$ cat config.mk
export PLATFORM = sky130hd
export DESIGN_NAME = alu_seq_ctrl_flat
export DESIGN_NICKNAME = d
export VERILOG_FILES = /design/src/rtl/alu_seq_ctrl_if.sv /design/src/rtl/alu_seq_ctrl.sv /design/src/flat_wrapper.sv
export SDC_FILE = /design/constraint.sdc
export NUM_CORES = 1
export LEC_CHECK = 0
export CAP_MARGIN = 10
export CORE_ASPECT_RATIO = 0.5
export CORE_MARGIN = 1.5
export CORE_UTILIZATION = 27
export CTS_CLUSTER_DIAMETER = 200
export DETAILED_ROUTE_END_ITERATION = 7
export GPL_TIMING_DRIVEN = 0
export PLACE_DENSITY = 0.56
export SLEW_MARGIN = 20
export SYNTH_ARGS = -nofsm -noshare
export SYNTH_HDL_FRONTEND = slang
export SYNTH_SLANG_ARGS = --single-unit
$ cat constraint.sdc
create_clock -name clk -period 3.27 [get_ports clk]
set_input_delay 0.654 -clock clk [delete_from_list [all_inputs] [get_ports clk]]
set_output_delay 0.654 -clock clk [all_outputs]
set_load 0.05 [all_outputs]
$ cat src/rtl/alu_seq_ctrl_if.sv
// Bundle of the host request/response signals and the external ALU bus
// for alu_seq_ctrl.
interface alu_seq_ctrl_if;
    // Request handshake: a request is taken on the rising edge where start=1
    // and ready=1. done pulses once per accepted request. result and flags
    // are valid from that pulse until the next one.
    logic        start;
    logic [4:0]  opcode;
    logic [7:0]  a_lo;
    logic [7:0]  a_hi;
    logic [7:0]  b_lo;
    logic [7:0]  b_hi;
    logic        ready;
    logic        done;
    logic [15:0] result;
    logic [7:0]  flags;

    // ALU bus: the operands go out, and the ALU answers in the same cycle.
    logic [7:0]  alu_a;
    logic [7:0]  alu_b;
    logic [4:0]  alu_oper;
    logic        alu_cin;
    logic [7:0]  alu_r;
    logic        alu_carry;
    logic        alu_ovf;

    modport slave (
        input  start, opcode, a_lo, a_hi, b_lo, b_hi,
        input  alu_r, alu_carry, alu_ovf,
        output ready, done, result, flags,
        output alu_a, alu_b, alu_oper, alu_cin
    );

    modport master (
        output start, opcode, a_lo, a_hi, b_lo, b_hi,
        output alu_r, alu_carry, alu_ovf,
        input  ready, done, result, flags,
        input  alu_a, alu_b, alu_oper, alu_cin
    );
endinterface

$ cat src/rtl/alu_seq_ctrl.sv
// Sequences 8-bit and 16-bit add/sub operations over an external 8-bit ALU.
// A 16-bit operation takes one ALU pass per byte.
module alu_seq_ctrl (
    input  logic          clk,
    input  logic          rst,
    alu_seq_ctrl_if.slave bus,
    output logic [1:0]    dbg_state
);

    typedef enum logic [1:0] {
        IDLE = 2'd0,
        LO   = 2'd1,
        HI   = 2'd2,
        DONE = 2'd3
    } state_t;

    state_t      state, state_nxt;
    logic [4:0]  op_q;
    logic [7:0]  a_lo_q, a_hi_q, b_lo_q, b_hi_q;
    logic [7:0]  res_lo_q;
    logic        c_lo_q;
    logic [15:0] result_q;
    logic [7:0]  flags_q;

    logic        is16;
    logic        is_pass;
    logic [15:0] res8_val, res16_val;
    logic [7:0]  flags8_val, flags16_val;

    assign is16    = (op_q[4:1] == 4'b0001);
    assign is_pass = |op_q[4:2];

    // The flags cover the final pass. Zero and parity span the full
    // effective width.
    always_comb begin
        res8_val    = {8'h00, bus.alu_r};
        res16_val   = {bus.alu_r, res_lo_q};
        flags8_val  = {3'b000, bus.alu_ovf & ~is_pass, ~^bus.alu_r,
                       (bus.alu_r == 8'h00), bus.alu_r[7], bus.alu_carry};
        flags16_val = {3'b000, bus.alu_ovf, ~^res16_val,
                       (res16_val == 16'h0000), bus.alu_r[7], bus.alu_carry};
    end

    // State register
    always_ff @(posedge clk) begin
        if (rst) begin
            state <= IDLE;
        end else begin
            state <= state_nxt;
        end
    end

    // Next-state logic
    always_comb begin
        state_nxt = state;
        case (state)
            IDLE:    if (bus.start) state_nxt = LO;
            LO:      state_nxt = is16 ? HI : DONE;
            HI:      state_nxt = DONE;
            DONE:    state_nxt = IDLE;
            default: state_nxt = IDLE;
        endcase
    end

    // Output logic
    always_comb begin
        bus.ready    = 1'b0;
        bus.done     = 1'b0;
        bus.alu_a    = 8'h00;
        bus.alu_b    = 8'h00;
        bus.alu_oper = 5'b00000;
        bus.alu_cin  = 1'b0;
        case (state)
            IDLE: bus.ready = 1'b1;
            LO: begin
                bus.alu_a    = a_lo_q;
                bus.alu_b    = b_lo_q;
                bus.alu_oper = is16 ? {4'b0000, op_q[0]} : op_q;
            end
            HI: begin
                bus.alu_a    = a_hi_q;
                bus.alu_b    = b_hi_q;
                bus.alu_cin  = c_lo_q;
                bus.alu_oper = {4'b0000, op_q[0]};
            end
            DONE:    bus.done = 1'b1;
            default: bus.ready = 1'b0;
        endcase
    end

    // Operand capture, the low-pass registers and the published result.
    always_ff @(posedge clk) begin
        if (rst) begin
            op_q     <= 5'b00000;
            a_lo_q   <= 8'h00;
            a_hi_q   <= 8'h00;
            b_lo_q   <= 8'h00;
            b_hi_q   <= 8'h00;
            res_lo_q <= 8'h00;
            c_lo_q   <= 1'b0;
            result_q <= 16'h0000;
            flags_q  <= 8'h00;
        end else begin
            case (state)
                IDLE: begin
                    if (bus.start) begin
                        op_q   <= bus.opcode;
                        a_lo_q <= bus.a_lo;
                        a_hi_q <= bus.a_hi;
                        b_lo_q <= bus.b_lo;
                        b_hi_q <= bus.b_hi;
                    end
                end
                LO: begin
                    res_lo_q <= bus.alu_r;
                    c_lo_q   <= bus.alu_carry;
                    if (!is16) begin
                        result_q <= res8_val;
                        flags_q  <= flags8_val;
                    end
                end
                HI: begin
                    result_q <= res16_val;
                    flags_q  <= flags16_val;
                end
                default: begin
                end
            endcase
        end
    end

    assign bus.result = result_q;
    assign bus.flags  = flags_q;
    assign dbg_state  = state;

endmodule
$ cat src/flat_wrapper.sv
// flat-port wrapper written by rule: the top's interface ports become plain ports
module alu_seq_ctrl_flat 
  (clk, rst, dbg_state, bus_start, bus_opcode, bus_a_lo, bus_a_hi, bus_b_lo, bus_b_hi, bus_alu_r, bus_alu_carry, bus_alu_ovf, bus_ready, bus_done, bus_result, bus_flags, bus_alu_a, bus_alu_b, bus_alu_oper, bus_alu_cin);
  alu_seq_ctrl_if bus_i ();
  input  logic clk;
  input  logic rst;
  output logic [1:0] dbg_state;
  input wire logic [$bits(bus_i.start)-1:0] bus_start;
  input wire logic [$bits(bus_i.opcode)-1:0] bus_opcode;
  input wire logic [$bits(bus_i.a_lo)-1:0] bus_a_lo;
  input wire logic [$bits(bus_i.a_hi)-1:0] bus_a_hi;
  input wire logic [$bits(bus_i.b_lo)-1:0] bus_b_lo;
  input wire logic [$bits(bus_i.b_hi)-1:0] bus_b_hi;
  input wire logic [$bits(bus_i.alu_r)-1:0] bus_alu_r;
  input wire logic [$bits(bus_i.alu_carry)-1:0] bus_alu_carry;
  input wire logic [$bits(bus_i.alu_ovf)-1:0] bus_alu_ovf;
  output wire logic [$bits(bus_i.ready)-1:0] bus_ready;
  output wire logic [$bits(bus_i.done)-1:0] bus_done;
  output wire logic [$bits(bus_i.result)-1:0] bus_result;
  output wire logic [$bits(bus_i.flags)-1:0] bus_flags;
  output wire logic [$bits(bus_i.alu_a)-1:0] bus_alu_a;
  output wire logic [$bits(bus_i.alu_b)-1:0] bus_alu_b;
  output wire logic [$bits(bus_i.alu_oper)-1:0] bus_alu_oper;
  output wire logic [$bits(bus_i.alu_cin)-1:0] bus_alu_cin;
  assign bus_i.start = bus_start;
  assign bus_i.opcode = bus_opcode;
  assign bus_i.a_lo = bus_a_lo;
  assign bus_i.a_hi = bus_a_hi;
  assign bus_i.b_lo = bus_b_lo;
  assign bus_i.b_hi = bus_b_hi;
  assign bus_i.alu_r = bus_alu_r;
  assign bus_i.alu_carry = bus_alu_carry;
  assign bus_i.alu_ovf = bus_alu_ovf;
  assign bus_ready = bus_i.ready;
  assign bus_done = bus_i.done;
  assign bus_result = bus_i.result;
  assign bus_flags = bus_i.flags;
  assign bus_alu_a = bus_i.alu_a;
  assign bus_alu_b = bus_i.alu_b;
  assign bus_alu_oper = bus_i.alu_oper;
  assign bus_alu_cin = bus_i.alu_cin;
  alu_seq_ctrl u_core (.clk(clk), .rst(rst), .bus(bus_i), .dbg_state(dbg_state));
endmodule
; Word level (Yosys, flattened, before mapping)
; Cells that the tools add are included.
[word_totals]
mem_bits_ro = 0
output_inout_bits = 50
word_cells = 41
latch_bits = 0
inputBits = 50
mem_bits_rw = 0
reg_bits = 72
n_memories = 0
[op_classes]
n_addsub = 0
n_eq_ne = 6
n_bitwise = 2
n_reduce_logical = 9
n_shift = 0
n_mux = 14
multipliers = 0
magnitude_cmp = 0
div_mod_pow = 0
[ops]
columns = operator, count
row1 = $pmux 8 s2, 3
row2 = $pmux 16 s2, 1
row3 = $logic_not 16->1, 1
row4 = $mux 16, 1
row5 = $reduce_xnor 16->1, 1
row6 = $pmux 5 s2, 1
row7 = $logic_not 8->1, 1
row8 = $mux 8, 1
row9 = $pmux 2 s4, 1
row10 = $reduce_xnor 8->1, 1
row11 = $mux 5, 1
row12 = $eq 2x2->1 const B, 2
row13 = $eq 4x1->1 const B, 1
row14 = $mux 1, 4
row15 = $ne 2x2->1 const B, 2
row16 = $reduce_and 2->1, 2
row17 = $reduce_or 3->1, 1
row18 = $eq 2x1->1 const B, 1
row19 = $logic_not 2->1, 1
row20 = $mux 2, 1
row21 = $reduce_bool 2->1, 1
row22 = $and 1x1->1, 1
row23 = $not 1->1, 1

; Longest topological paths before layout
; Gate-level depths: netlist (run 1).
[depth]
word_depth = 5
ltp_mapped = 9

; Worst setup path before layout (run 1)
; No wires, ideal clock.
[synth_timing]
path_type = register to output
start = reg u_core.state[0], in the netlist u_core.dbg_state[0]
end = out bus_alu_oper[1]
arrival_time_ps = 2480
stages_incl_launch_ff = 8
setup_slack_ps = 136
path_cell_list = dfxtp_1 -> inv_1 -> ha_1 -> and2_1 -> clkbuf_1 -> buf_2 -> nand2_1 -> nor2_1
[synth_via]
elab_chain_cells = 2
elab_cells_between_ends = 3
[synth_lines]
columns = element, line
row1 = start: declaration, alu_seq_ctrl.sv:17  ; state_t state, state_nxt;
row2 = start signal: assignment, alu_seq_ctrl.sv:49  ; state <= state_nxt;
row3 = $eq 2x2->1 / $eq 2x1->1 (equally long branches), alu_seq_ctrl.sv:73  ; case (state)
row4 = $pmux 5 s2 (*), alu_seq_ctrl.sv:73
row5 = end: declaration, flat_wrapper.sv:23  ; output wire logic [$bits(bus_i.alu_oper)-1:0] bus_alu_oper;
; Every way passes the cells marked *; elsewhere a longest branch is shown, timed or not.

; Final worst setup path (run 1)
[layout_timing]
start = reg u_core.state[1], in the netlist u_core.dbg_state[1]
end = out bus_alu_a[6]
[layout_via]
elab_chain_cells = 2
elab_cells_between_ends = 3
[layout_lines]
columns = element, line
row1 = $eq 2x2->1 / $eq 2x1->1 (equally long branches), alu_seq_ctrl.sv:73
row2 = $pmux 8 s2 (*), alu_seq_ctrl.sv:73
row3 = end: declaration, flat_wrapper.sv:21  ; output wire logic [$bits(bus_i.alu_a)-1:0] bus_alu_a;
; Marks and branches as above.

==> key figures, run 1 <==
Timing
  • Count of pins over their slew limit: 0
  • Worst slew pin tran: ~0.56 ns
  • RSZ-0062 raised after global routing: no
  • Final worst path period share: about 95%
  • Final clock skew: ~0.010 ns
  • FMAX: around 320 MHz
  • Setup violators final: 0
  • Fin. Hold Viols: 0
  • Slew margin rel.: between 60% and 70%
  • Final Critical Period: about 3.1 ns

Final layout
  • Design area: between 4000 and 5000 um^2
  • Ant. Diodes: 0
  • Fillers: 1157
  • Area growth from synthesis to layout: 47.8%
  • Fin nets: 543
  • Post-layout util: approximately two fifths
  • Share of post-route cells with drive strength above 1: between 10 and 15%
  • Final std cells w/o fill: 630
  • Area of the multi-input gates: between 1500 and 2000 um^2
  • Reg area: approximately 1400 um^2

Place
  • Placed insts: just over 600
  • I/O Buffers: 95
  • DP Wirelength: 6440 um
  • Placed inst area: ~4300 um^2
  • Gpl congestion: roughly 0.76

Worst setup path
  • Worst R2R Setup Slack: 1.40 ns
  • Slowest stage cell, crit path: dfxtp_1
  • Critical path fanouts, max: 10
  • Kind of critical path: reg2out
  • WP data arrival: between 2 and 2.5 ns
  • Reg-to-Reg Start: u_core.dbg_state[1]$_SDFFE_PP0P_
  • CP required: approximately 2.6 ns
  • Crit-path max cell delay: around 0.44 ns
  • CP Launch Type: register
  • Setup crit end kind: output port
  • Worst Reg-to-Reg Cells: 6
  • R2r endpoint: u_core.b_hi_q[0]$_SDFFE_PP0P_
  • Crit-path cells: inv_1, ha_1, and2_1, buf_4, a22o_1, clkdlybuf4s15_2

GRT
  • Largest net degree at the start of global routing: 13
  • Total gr overflow: 0
  • Initial antenna violation count: 0
  • GRT Total Usage: between 10% and 20%
  • Vias in the first global route: 2701
  • Global-route wire length before repair: 13900 um

Logic synthesis
  • Synth Flop Type: dfxtp_1
  • Leading post-synthesis cells by cell area: dfxtp_1, nand2_1, a21oi_1
  • Yosys top cell area share: between 40 and 50%
  • Seq/Total Area, Yosys: 44.2%
  • Unique masters post-synth: 32
  • Mux contribution to synthesized area: 5.44%
  • Yosys top cell by area: dfxtp_1
  • Synth Instances: ~370
  • Post-synthesis cell area: around 3100 um^2
  • Main combinational cell family by area after synthesis: simple AND/OR/NAND/NOR gates
  • Simple-gate area share of the yosys netlist: 18.2%
  • Number of synthesized flops with an enable pin: 0
  • Post-synthesis xor/xnor area fraction: 1.68%
  • Register bit count reported by yosys: 69
  • Area share of fa/ha/maj cells after synthesis: approximately 5.2%
  • Post-synthesis compound-gate area fraction: about 18%
  • Syn Area/Cell: ~8.4 um^2
  • Synth warn: 0
  • Async S/R FF share, synth: 0%

Floorplan
  • Top Ports: 100
  • Die height: 79.1 um
  • Rows: 27
  • Die area: 12300 um^2
  • Initial cell density of the core: approximately 28%
  • Die Width: between 150 and 200 um
  • CORE AREA: 11100 um^2

Pwr
  • LEAKAGE: 1.77 nW
  • Design Power: about 0.0034 W
  • PwrDens: roughly 740 nW/um^2
  • Maximum vdd ir drop: about 250 uV

CTS
  • Worst-path clk slew: 0.06 ns
  • Num Clock Sinks: 69
  • CTS buffer count: 9
  • Clk_lat worst skew: around 0.34 ns
  • Clk root buf: clkbuf_16
  • CTS Hold Buffers Added: 0
  • CTS H-tree depth: 3
  • CTS tree: done
  • Clock Path Buffers: 2
  • Post-CTS Repair Setup Buffers: 0

Detailed routing
  • Aggregate routed wire length: between 8000 and 9000 um
  • Via Count: approximately 2900
  • Wirelength per Cell: ~14 um
  • Initial DRC count: 100
  • Router iterations before antenna repair: 4
  • # DRC: 0
  • Antenna-violating nets left: 0
  • Drt via density: ~4.5

Worst hold path
  • Worst min path class: reg2reg
  • WHS Endpoint: u_core.bus.result[15]$_SDFFE_PP0P_
  • Hold Crit Start: u_core.bus.result[15]$_SDFFE_PP0P_
  • Hold Path Depth: 2

Outcome
  • Status: finished, final reports clean

Flow run
  • Max-Cap Viols: 0
## flip-flops by register name (all words and copies together) (netlist names)
signal,cells
u_core.c_lo_q,1
u_core.b_lo_q,8
u_core.bus.flags,5
u_core.a_lo_q,8
u_core.res_lo_q,8
u_core.op_q,5
u_core.a_hi_q,8
u_core.b_hi_q,8
u_core.dbg_state,2
u_core.bus.result,16
## worst max-delay path: cells and delay by family, from the launching register on
family,cells,cell delay (ns)
flops,1,0.44
buf+inv,3,0.75
simple gates,1,0.35
compound gates,1,0.18
fa+ha+maj,1,0.42
## cells in the final DEF, fill, tap and decap left out, types with 2 or more instances in the layout
cell type | synthesis | layout
dlygate4sd2_1 | 0 | 5
ha_1 | 13 | 13
clkdlybuf4s50_1 | 0 | 79
inv_1 | 19 | 19
nand4_1 | 2 | 2
nand2_1 | 93 | 93
conb_1 | 1 | 3
buf_2 | 9 | 7
and3_1 | 3 | 3
clkbuf_16 | 0 | 9
a211oi_2 | 8 | 8
nor2_1 | 21 | 21
dfxtp_1 | 69 | 69
xnor2_1 | 5 | 5
clkbuf_1 | 13 | 12
and2_1 | 4 | 3
buf_4 | 4 | 5
buf_6 | 3 | 3
nand3_1 | 8 | 8
a22o_1 | 15 | 15
a211oi_1 | 3 | 3
a21oi_1 | 52 | 52
clkdlybuf4s15_2 | 0 | 11
bufinv_16 | 0 | 3
mux2i_1 | 17 | 17
## where the power goes
group,switching [W],internal [W]
Sequential,0.0000785,0.000975
Clock,0.000367,0.000768
Combinational,0.000781,0.000451
## cell usage after synthesis (all sizes together), types with 4 or more instances
master and number:
nand2 93, clkbuf 13, inv 19, mux2i 17
dfxtp 69, a211oi 11, a21oi 52, ha 13
xnor2 5, nand3 8, nor2 21, buf 17
and2 4, a22o 15
## cells by family (layout without fill, tap and decap cells)
group / Yosys count / after routing
buffers and inverters: 49 / 158
AO/OA/AOI/OAI: 83 / 83
multiplexers: 17 / 17
other: 1 / 3
AND/OR/NAND/NOR: 136 / 136
flip-flops: 69 / 69
adder cells (fa/ha/maj): 13 / 13
XOR/XNOR: 6 / 6
## area by class of cell
type	instances	area share, %
Inverter	19	1.54
Clock inverter	5	2.30
Tap cell	145	3.93
Sequential cell	69	29.9
Timing Repair Buffer	95	20.7
Clock buffer	11	5.25
Multi-Input combinational cell	258	32.9
Buffer	28	3.44
## through the flow
stage	hold slack, ns	setup TNS [ns]	setup slack (ns)
2_1_floorplan	0.436	0	0.136
3_3_place_gp	0.443	-1.46	-0.157
3_5_place_dp	0.445	-1.60	-0.172
6_report	0.450	0	0.148
5_1_grt	0.474	0	0.0155
4_1_cts	0.453	0	0.0101
## worst max-delay path by stage
stage / from / slack (ns) / to / depth (start not counted)
global route: u_core.dbg_state[1]$_SDFFE_PP0P_ / 0.02 / bus_alu_b[4] / 6
detailed placement: u_core.dbg_state[1]$_SDFFE_PP0P_ / -0.17 / bus_alu_oper[1] / 8
floorplan: u_core.dbg_state[0]$_SDFFE_PP0P_ / 0.14 / bus_alu_oper[1] / 7
finish: u_core.dbg_state[1]$_SDFFE_PP0P_ / 0.15 / bus_alu_a[6] / 6
CTS: u_core.dbg_state[1]$_SDFFE_PP0P_ / 0.01 / bus_alu_b[4] / 7
global placement: u_core.dbg_state[1]$_SDFFE_PP0P_ / -0.16 / bus_alu_b[4] / 7
## timing repair
action / 4_1_cts / 5_1_grt
gates cloned: 0 / 0
endpoints found under the setup margin: 16 / 16
resized for setup: 39 / 2
## layer usage
layer	track usage [%]	vias up	routed length [um]
li1	-	1461	-
met1	19.5	1338	4200
met2	24.1	59	4130
met3	3.55	5	401
met4	5.43	0	53
met5	0	-	0
(Power assumes the default switching activity.)
==> run 2, diff against run 1 <==
- DONT_BUFFER_PORTS: default -> 1
- HOLD_SLACK_MARGIN: default -> 0.1
- PLACE_DENSITY: 0.56 -> 0.45
==> run 2 against run 1 <==
  * Sequential cell count unchanged
  * Maximum frequency up 3.3%
  * Register-to-register slack worse by 0.42 ns
  * Global-route usage down 0.18 points
  * Critical path type unchanged
==> key figures, run 2 (synthesis gave the netlist of run 1 again) <==
Place
  • I/O Buffers: 0 (-100%)
  • Gpl congestion: 0.728 (-4.3%)
  • Placed insts: 521 (-15%)
  • DP Wirelength: 6310 um (-2.0%)
  • Place WS: -0.403 ns (-0.231 ns)
  • Placed inst area: 3320 um^2 (-22%)

Detailed routing
  • # DRC: 0 (unchanged)
  • Aggregate routed wire length: 8530 um (-2.9%)
  • Wl on met1: 3750 um (-11%)
  • Met3 wire len: 652 um (+63%)
  • Drt via density: 4.61 (+1.5%)
  • Via Count: 2468 (-14%)
  • Top routing layer used: met4
  • Antenna-violating nets left: 0 (unchanged)
  • Router iterations before antenna repair: 4 (unchanged)
  • DR WL met2: 4040 um (-2.3%)
  • Initial DRC count: 78 (-22%)
  • Wirelength per Cell: 15.9 um (+14%)

CTS
  • Worst-path clk slew: 0.06 ns (about the same)
  • CTS buffer count: 9 (unchanged)
  • Post-CTS Repair Setup Buffers: 0 (unchanged)
  • Clk root buf: clkbuf_16
  • Clock Path Buffers: 2 (unchanged)
  • CTS tree: done
  • Num Clock Sinks: 69 (unchanged)
  • CTS H-tree depth: 3 (unchanged)
  • Clk_lat worst skew: 0.34 ns (about the same)

Timing
  • Final Critical Period: 3.02 ns (-0.101 ns)
  • Setup Total Neg Slack: 0 ns (unchanged)
  • FMAX: 331 MHz (+3.3%)
  • Setup violators final: 0 (unchanged)
  • Final worst path period share: 92.4% (-3.1 points)
  • Count of pins over their slew limit: 0 (unchanged)
  • Worst slew pin tran: 0.969 ns (+0.414 ns)
  • Min setup slack post-route: 0.249 ns (+0.101 ns)
  • Fin. Hold Viols: 0 (unchanged)
  • RSZ-0062 raised after global routing: no
  • Hold_ws: 0.449 ns (-0.00143 ns)
  • Final clock skew: 0.00948 ns (-0.000766 ns)
  • Slew margin rel.: 35.2% (-28 points)

Worst setup path
  • WP data arrival: 2.37 ns (-0.10 ns)
  • CP required: 2.62 ns (about the same)
  • CP Launch Type: register
  • Setup crit end kind: output port
  • Kind of critical path: reg2out
  • Critical path fanouts, max: 10 (unchanged)

Floorplan
  • CORE AREA: 11100 um^2 (unchanged)
  • Initial cell density of the core: 28.0% (unchanged)
  • Die area: 12300 um^2 (unchanged)
  • Die Width: 155 um (unchanged)
  • Rows: 27 (unchanged)
  • Die height: 79.1 um (unchanged)
  • Top Ports: 100 (unchanged)

Final layout
  • Reg area: 1390 um^2 (+0.54%)
  • Fillers: 1227 (+6.1%)
  • Final std cells w/o fill: 535 (-15%)
  • Most frequent cells in the layout: nand2_1, dfxtp_1, a21oi_1, nor2_1, inv_1
  • Ant. Diodes: 0 (unchanged)
  • Fin nets: 448 (-17%)
  • Most common cell after layout, fill and taps aside: nand2_1
  • Design area: 3660 um^2 (-21%)
  • Area growth from synthesis to layout: 17.0%
  • Share of post-route cells with drive strength above 1: 14.6% (+3.5 points)
  • Area of the multi-input gates: 1550 um^2 (+1.8%)
  • Number of flip-flops in the largest register: 16 (unchanged)

Pwr
  • Maximum vdd ir drop: 280 uV (+12%)
  • LEAKAGE: 1.39 nW (-21%)
  • PwrDens: 849 nW/um^2 (+15%)

GRT
  • Vias in the first global route: 2411 (-11%)
  • Global-route wire length before repair: 13500 um (-2.7%)
  • Initial antenna violation count: 0 (unchanged)
  • Total gr overflow: 0 (unchanged)
  • GRT Total Usage: 14.7% (-0.18 points)
  • Largest net degree at the start of global routing: 12 (-1)

Worst hold path
  • Worst min path class: in2reg

Outcome
  • Status: finished, final reports clean

Flow run
  • Max-Cap Viols: 0 (unchanged)
-- run 2: cell count changes in the layout (fill, tap and decap cells not counted), sizes merged --
cell and change:
clkbuf +1, clkinv +3, clkinvlp -1, clkdlybuf4s50 -79, bufinv -2, inv -1
dlygate4sd2 -5, clkdlybuf4s15 -11
-- run 2: metal layers --
metal,vias up,GRT usage [%]
li1,1268,-
met5,-,0
met1,1129,18.0
met3,9,6.28
met4,0,4.00
met2,62,23.8
-- run 2: path summary, 6_finish.rpt --
kind / start / slack [ns] / endpoint / cells past startpoint
max: u_core.dbg_state[0]$_SDFFE_PP0P_ / 0.25 / bus_alu_oper[1] / 6
min: bus_a_hi[4] / 0.45 / u_core.a_hi_q[4]$_SDFFE_PP0P_ / 2
max reg2reg: u_core.dbg_state[0]$_SDFFE_PP0P_ / 0.98 / u_core.b_lo_q[0]$_SDFFE_PP0P_ / 6
min reg2reg: u_core.op_q[0]$_SDFFE_PP0P_ / 0.45 / u_core.op_q[0]$_SDFFE_PP0P_ / 2
-- run 2: stage by stage --
| step | util (%) | total power (W) |
|---|---|---|
| after CTS | 32.7 | 0.00316 |
| after global routing | 32.8 | 0.00329 |
| after floorplan | - | 0.00192 |
| final | 32.8 | 0.00311 |
| after global placement | 29.7 | 0.00212 |
| after detailed placement | 29.7 | 0.00213 |
-- run 2: report_power, final --
part | internal (W) | leakage [nW] | switching (W)
clock | 0.000648 | 0.158 | 0.000363
sequential | 0.000979 | 0.566 | 0.000292
combinational | 0.000289 | 0.669 | 0.000535
-- run 2: repair_timing --
item | in CTS | in global routing
pin swaps | 0 | 1
endpoints found under the setup margin | 16 | 11
gates resized for setup | 15 | 4
hold endpoints to repair | 0 | 0
hold buffers | 0 | 0
-- run 2: final cells by class --
type / count / area share (%)
plain buffers: 28 / 4.27
inverters: 19 / 1.95
clock inverters: 4 / 1.23
multi-input cells: 258 / 42.3
well taps: 145 / 4.96
flip-flops and latches: 69 / 38.0
clock buffers: 12 / 7.28
-- run 2: critical path, stage by stage, from the launching register on --
cell and delay [ns]:
dfxtp_4 0.45, inv_1 0.13, ha_1 0.43, and2_2 0.29
buf_2 0.28, nand2_1 0.13, nor2_4 0.31
